--- src/rtl/sample_rr_arbiter.sv ---
// Round-robin arbiter that multiplexes NUM_REQ valid/ready byte streams onto one
// registered output beat, granting bursts of up to MAX_BURST beats per owner.
module sample_rr_arbiter #(
  parameter int NUM_REQ   = 4,
  parameter int DATA_W    = 8,
  parameter int MAX_BURST = 4
) (
  input  logic                        clk_in,
  input  logic                        rst_low_in,
  input  logic [NUM_REQ-1:0]          req_valid_in,
  input  logic [NUM_REQ*DATA_W-1:0]   req_data_in,
  output logic [NUM_REQ-1:0]          req_ready_out,
  output logic                        data_valid_out,
  output logic [DATA_W-1:0]           data_out,
  input  logic                        data_ready_in,
  output logic [NUM_REQ-1:0]          grant_out,
  output logic                        busy_out
);

  localparam int PW = (NUM_REQ > 1) ? $clog2(NUM_REQ) : 1;
  localparam int CW = $clog2(MAX_BURST + 1);

  typedef enum logic {IDLE, GRANT} state_t;

  state_t          state;
  logic [PW-1:0]   ptr;
  logic [PW-1:0]   owner;
  logic [CW-1:0]   count;

  logic            found;
  logic [PW-1:0]   pick_idx;
  logic            owner_valid;
  logic            slot_free;
  logic            accept;
  logic            last_beat;
  logic [PW-1:0]   next_ptr;

  // Search starts at the pointer and wraps, so the previous owner is checked last.
  always_comb begin
    int unsigned cand;
    found    = 1'b0;
    pick_idx = '0;
    for (int unsigned k = 0; k < NUM_REQ; k++) begin
      cand = int'(ptr) + k;
      if (cand >= NUM_REQ) cand = cand - NUM_REQ;
      if (!found && req_valid_in[PW'(cand)]) begin
        found    = 1'b1;
        pick_idx = PW'(cand);
      end
    end
  end

  assign owner_valid = req_valid_in[owner];
  assign slot_free   = !data_valid_out || data_ready_in;
  assign accept      = (state == GRANT) && owner_valid && slot_free;
  assign last_beat   = (count == CW'(MAX_BURST - 1));
  assign next_ptr    = (owner == PW'(NUM_REQ - 1)) ? '0 : owner + 1'b1;

  always_comb begin
    req_ready_out = '0;
    if (state == GRANT) req_ready_out[owner] = slot_free;
  end

  always_ff @(posedge clk_in or negedge rst_low_in) begin
    if (!rst_low_in) begin
      state          <= IDLE;
      ptr            <= '0;
      owner          <= '0;
      count          <= '0;
      grant_out      <= '0;
      busy_out       <= 1'b0;
      data_valid_out <= 1'b0;
      data_out       <= '0;
    end else begin
      // Output slot: a new accept overrides a drain so back-to-back beats stream.
      if (accept) begin
        data_out       <= req_data_in[owner*DATA_W +: DATA_W];
        data_valid_out <= 1'b1;
      end else if (data_valid_out && data_ready_in) begin
        data_valid_out <= 1'b0;
      end

      case (state)
        IDLE: begin
          if (found) begin
            state     <= GRANT;
            owner     <= pick_idx;
            grant_out <= NUM_REQ'(1) << pick_idx;
            busy_out  <= 1'b1;
            count     <= '0;
          end
        end
        GRANT: begin
          if (!owner_valid || (accept && last_beat)) begin
            state     <= IDLE;
            grant_out <= '0;
            busy_out  <= 1'b0;
            ptr       <= next_ptr;
          end else if (accept) begin
            count <= count + 1'b1;
          end
        end
        default: state <= IDLE;
      endcase
    end
  end

endmodule

--- config.mk ---
export PLATFORM = sky130hd
export DESIGN_NAME = sample_rr_arbiter
export DESIGN_NICKNAME = d
export VERILOG_FILES = /design/src/rtl/sample_rr_arbiter.sv
export SDC_FILE = /design/constraint.sdc
export NUM_CORES = 1
export LEC_CHECK = 0
export ABC_AREA = 1
export CAP_MARGIN = 20
export CORE_MARGIN = 3
export CORE_UTILIZATION = 45
export CTS_BUF_LIST = sky130_fd_sc_hd__clkbuf_16
export DETAILED_ROUTE_END_ITERATION = 10
export PLACE_DENSITY = 0.83
export SLEW_MARGIN = 20
export SYNTH_ARGS = -nofsm -noshare
export SYNTH_HDL_FRONTEND = slang
export SYNTH_SLANG_ARGS = --single-unit
--- constraint.sdc ---
create_clock -name clk_in -period 4.4 [get_ports clk_in]
set_clock_uncertainty 0.05 [all_clocks]
set_input_delay 0.66 -clock clk_in [delete_from_list [all_inputs] [get_ports clk_in]]
set_output_delay 0.66 -clock clk_in [all_outputs]
set_load 0.005 [all_outputs]
### Word-level counts from Yosys, hierarchy flattened

Cells that the tools add are included.

| word-level totals | value |
|---|---|
| output and inout bits | 18 |
| register bits | 22 |
| bits of input ports | 39 |

| cells by class | value |
|---|---|
| order comparisons | 10 |
| equal/unequal tests | 6 |
| add/sub/neg operators | 9 |
| shift operators | 2 |
| muxes and demuxes | 41 |
| reduce and logical (&&, ||, !) cells | 20 |
| bitwise operators | 2 |

Operators with widths:

| cell | number |
|---|---|
| 32-bit by 6-bit indexed part select with 8-bit output | 1 |
| 2-bit 2-to-1 mux | 9 |
| 1-bit 2-to-1 mux | 16 |
| 2-bit by 3-bit less-than comparator with 1-bit output (second input constant) | 5 |
| 4-bit 2-to-1 mux | 3 |
| 1-bit binary-select mux with 2-bit select | 5 |
| 3-bit greater-or-equal comparator (second input constant) | 3 |
| 3-bit 2-to-1 mux | 3 |
| 1-bit logical AND | 8 |
| 4-bit case mux with 2 select lines | 1 |
| 2-bit by 1-bit subtractor with 2-bit output (second input constant) | 4 |
| 2-bit by 2-bit adder with 3-bit output (second input constant) | 2 |
| 3-bit case mux with 2 select lines | 1 |
| 2-bit AND reduction | 3 |
| 1-bit logical NOT | 5 |
| 4-bit AND | 1 |
| 2-bit by 1-bit inequality test with 1-bit output (second input constant) | 2 |
| 2-bit inequality test (second input constant) | 2 |
| 1-bit case mux with 2 select lines | 2 |
| 1-bit by 2-bit << shifter with 4-bit output (first input constant) | 1 |
| 2-bit by 1-bit adder with 3-bit output (second input constant) | 1 |
| 3-bit by 1-bit adder with 3-bit output (second input constant) | 1 |
| 3-bit by 2-bit == test with 1-bit output (second input constant) | 1 |
| 2-bit by 3-bit greater-or-equal comparator with 1-bit output (second input constant) | 1 |
| other kinds (8) | 9 |

### Logic depth before layout (Yosys ltp)

| logic depth | value |
|---|---|
| depth in word-level cells | 17 |
| depth in mapped cells | 12 |
| depth with buffers taken out | 12 |

### Worst setup path after synthesis

OpenSTA, ideal clock, no wires.

| path | value |
|---|---|
| kind | register to output |
| start | reg owner[0] |
| end | out req_ready_out[0] |
| required time | 3.690 ns |
| cell stages (with the launch flop) | 7 |
| data arrival time | 1.219 ns |
| setup slack | 2.471 ns |
| cell sequence | dfrtp_1 -> buf_2 -> inv_1 -> buf_2 -> ha_1 -> inv_1 -> nor2_1 |

| between the ends | value |
|---|---|
| cells in the longest elaborated chain, start to end | 6 |
| elaborated cells on any way between the ends | 7 |
| those cells by class | 2 x order compare; 3 x mux; 1 x bitwise; 1 x reduce/logical |

Ends and longest elaborated chain:

| element | line | source |
|---|---|---|
| from (decl) | 27 | `logic [PW-1:0] owner;` |
| from (signal assigned) | 87 | `owner <= pick_idx;` |
| 2-bit by 3-bit less-than comparator with 1-bit output (implied by the code) / 2-bit by 1-bit greater-or-equal comparator with 1-bit output (equally long branches) | 61 | `if (state == GRANT) req_ready_out[owner] = slot_free;` |
| 1-bit logical AND (implied by the code) | 61 |  |
| 1-bit 2-to-1 mux (implied by the code) | 61 |  |
| 1-bit demux with 2-bit select * | 61 |  |
| 4-bit AND (no source line) * | - |  |
| 4-bit 2-to-1 mux * | 61 |  |
| to (decl) | 12 | `output logic [NUM_REQ-1:0] req_ready_out,` |

Mark *: on every way between the ends. The rest lies on a longest branch, timed or not.

### Final worst setup path

| path | value |
|---|---|
| start | reg owner[0] |
| end | out req_ready_out[2] |

The elaborated chain is that of the path after synthesis.

==> summary by stage <==
Detailed routing
The DRC violation count after routing is 0. The final route contains 1,619 vias. The detailed-route wire length is 4000 um. The iteration count of the initial detailed-routing pass is 4. The average via count per standard cell is 5.059. For this block, the initial DRC count from the detailed router was 66. Once detail routing completed, the nets flagged for antenna violations numbered 0. Dividing the detail-routed wire length by the instance count gives 12.50 um.

Power and ir drop
IR analysis of the VDD net gives a maximum drop of 0.3360 mV. The register share of total power is 0.249. For this design the ratio of total power to cell area is 731.4 nW/um^2. The share of total power dissipated in combinational logic is 0.596.

Of the total power, the clock network draws 0.154. For this design the static power due to leakage is 0.001084 uW. The share of total power consumed by net switching is 0.4588.

The net switching power is 753.6 uW. The internal power contribution is 889.0 uW.

Finish
The fraction of layout instances using a drive strength above 1 is 0.1123. Leaving out fill and tap cells, the most frequent cells in the layout are sky130_fd_sc_hd__nand2_1 (74), sky130_fd_sc_hd__clkdlybuf4s50_1 (55), sky130_fd_sc_hd__nor2_1 (25), sky130_fd_sc_hd__dfrtp_1 (22), sky130_fd_sc_hd__o21ai_0 (20). The net total in the final layout is 322. The synthesis-to-layout area growth is 43.60%. The repair_antennas step left the layout with diodes totalling 0. The sequential cells in the finished layout cover a total of 550.5 um^2. For this run, the number of standard cells in the final layout without fillers is 320. The multi-input gate area in the final layout is 897.1 um^2.

Counting the fill cells in the layout gives 272. The most common library cell in the layout ignoring fill and taps is sky130_fd_sc_hd__nand2_1.

Place
Before CTS, the worst setup slack after placement is 1.610 ns. Buffers placed on the I/O ports in this run total 56. In this run, placement finished with an instance count of 316. The final weighted congestion of routability-driven global placement is 0.8611. The half-perimeter wire length of the detailed placement result is 3085 um.

CTS
The maximum level of the CTS H-tree is 1. After clock tree synthesis, the clock-pin slew on the worst setup and hold paths is 0.06 ns. The number of buffers inserted by hold repair at cts is 0. The number of gates resized after cts is 0. In this run the clock root is driven by a sky130_fd_sc_hd__clkbuf_16.

TritonCTS built the clock tree. The number of setup buffers added after CTS is 0. CTS saw 22 sinks. In this run, CTS created clock tree buffers numbering 3. At the later pin of the worst-skew pair, clock insertion delay measures 0.26 ns. Counting along the longest clock path gives a buffer depth of 2.

Synth
In this run the mean area of a mapped cell was 7.045 um^2. The combinational family with the most area after synthesis is simple AND/OR/NAND/NOR gates. Measured against the total synthesized area, the mux share comes to 0. Of the total synthesized cell area, the portion taken by full adders, half adders and majority gates is 0.04800.

The share of the yosys chip area belonging to registers is 0.3520. Summing every instance area after synthesis gives 1564 um^2. The number of nets in the synthesized netlist is 267. The Yosys step of the flow raised 0 warnings.

The area fraction in compound gates after synthesis is 0.1512. Of the total synthesized cell area, the portion taken by XOR and XNOR cells is 0. The unique cell type count in the Yosys netlist is 27. Of the total synthesized cell area, the portion taken by AND, OR, NAND and NOR gates is 0.3744.

The synthesized design contains 22 register bits. The gate count after technology mapping is 222.

STA
Static timing analysis puts the maximum clock frequency at 327.4 MHz. Setup violations remaining at the end of the flow were counted as 0. The number of hold violations in the final report is 0. At the pin with the least slew margin, the transition time is 0.6602 ns. Setup repair after global routing left no endpoint under its margin.

The final critical-path setup slack is 1.346 ns. The routed design could run at a clock period as short as 3.054 ns. The worst slew slack as a fraction of its limit is 0.5598.

The max-slew violation total from the final report is 0. The tightest hold path in the finished design has a slack of 0.3127 ns. For the final routed database, the setup TNS stands at 0 ns.

Of the available clock period, the critical path in the final layout requires 0.6941.

GRT
In the global route stage, overall resource usage came out at 0.2084. The number of global-route vias before repair is 1,517. The largest net degree at the start of global routing is 25. The first global-routing pass estimated 6927 um of wire. The remaining global-route overflow is 0. The number of antenna violations at the first check in global routing is 0.

Die
The starting utilization of the core area is 0.4921. In this run the count of I/O pins placed on the die edge is 57. The die height is 64.96 um. The number of rows in the core area is 20. The area of the core is 3178 um^2.

The floorplan step set the die width to 64.96 um. The die covers 4219 um^2.

Critical path
Of all nets on the critical path, the largest fanout is 24. The required time reported for the critical path endpoint is 3.69 ns. By startpoint and endpoint, the worst setup path is classified as reg -> out. The worst setup path is captured at a primary output.

For the worst setup path, the data arrival time is 2.34 ns. The critical path startpoint category is a flop.

Run
Across the run, the number of max-cap violations was 0.

Run status
The run finished with clean final reports.

Worst hold path
The class of the tightest hold or removal check is in -> async.
## synthesized netlist by cell type (all sizes together)
| library cell | n | area [um^2] |
|---|---|---|
| nand4 | 2 | 12.51 |
| o21ai | 23 | 122.6 |
| nor2 | 29 | 128.9 |
| nand3 | 12 | 87.59 |
| nand2 | 83 | 349.1 |
| inv | 22 | 82.58 |
| a31oi | 1 | 6.260 |
| and2 | 1 | 7.510 |
| buf | 4 | 26.27 |
| clkbuf | 2 | 7.510 |
| dfrtp | 22 | 550.5 |
| ha | 6 | 75.07 |
| o22ai | 9 | 62.56 |
| a21oi | 6 | 45.05 |
## per-layer routing
| layer | vias to the layer above | routed length (um) | track usage | share of wire |
|---|---|---|---|---|
| li1 | 824 | - | - | - |
| met1 | 733 | 1702 | 0.2652 | 0.43 |
| met2 | 53 | 1924 | 0.3423 | 0.48 |
| met3 | 9 | 294 | 0.05893 | 0.074 |
| met4 | 0 | 78 | 0.06069 | 0.020 |
| met5 | - | 0 | 0 | 0 |
## registers in the layout (all words and copies together) (netlist names)
signal / flops
owner: 2
grant_out: 4
state: 1
busy_out: 1
count: 3
ptr: 2
data_out: 8
data_valid_out: 1
## cell type report
type | count | share of cell area
multi-input cells | 172 | 0.3994
repair buffers | 56 | 0.2474
flip-flops and latches | 22 | 0.2451
inverters | 22 | 0.03677
clock buffers | 3 | 0.03343
well taps | 44 | 0.02451
clock inverters | 1 | 0.01337
## critical path: stages, from the launching register on
cell and delay [ns]:
sky130_fd_sc_hd__dfrtp_1 0.77, sky130_fd_sc_hd__inv_1 0.44, sky130_fd_sc_hd__ha_1 0.33, sky130_fd_sc_hd__inv_1 0.05, sky130_fd_sc_hd__nor2_1 0.04, sky130_fd_sc_hd__clkdlybuf4s50_1 0.46
## stage by stage
| step | cell area [um^2] | power (uW) | utilization |
|---|---|---|---|
| floorplan | 1564 | 1083 | - |
| global placement | 2146 | 1365 | 0.6752 |
| detailed placement | 2146 | 1388 | 0.6752 |
| CTS | 2251 | 1654 | 0.7083 |
| global route | 2246 | 1804 | 0.7067 |
| finish | 2246 | 1643 | 0.7067 |
## cells by family after synthesis
kind of cell | count (synthesis)
AND/OR/NAND/NOR | 127
AO/OA/AOI/OAI | 39
buffers and inverters | 28
flip-flops | 22
adder cells (fa/ha/maj) | 6
## final timing paths
check | start | endpoint | slack [ns] | cells after the start
max | owner[0] | req_ready_out[2] | 1.35 | 5
min | rst_low_in | data_out[1] | 0.31 | 1
max reg2reg | owner[0] | count[0] | 2.38 | 8
min reg2reg | data_out[2] | data_out[2] | 0.42 | 2
max in group asynchronous | rst_low_in | data_out[7] | 3.65 | 1
min in group clk_in | data_out[2] | data_out[2] | 0.42 | 2
## power groups by stage
stage	clock, uW	sequential [uW]	combinational, uW
floorplan	0	359	723
global placement	0	405	960
detailed placement	0	409	979
CTS	257	408	989
global route	268	426	1110
finish	254	409	980
Note: power is estimated with default switching activity, not from simulation.
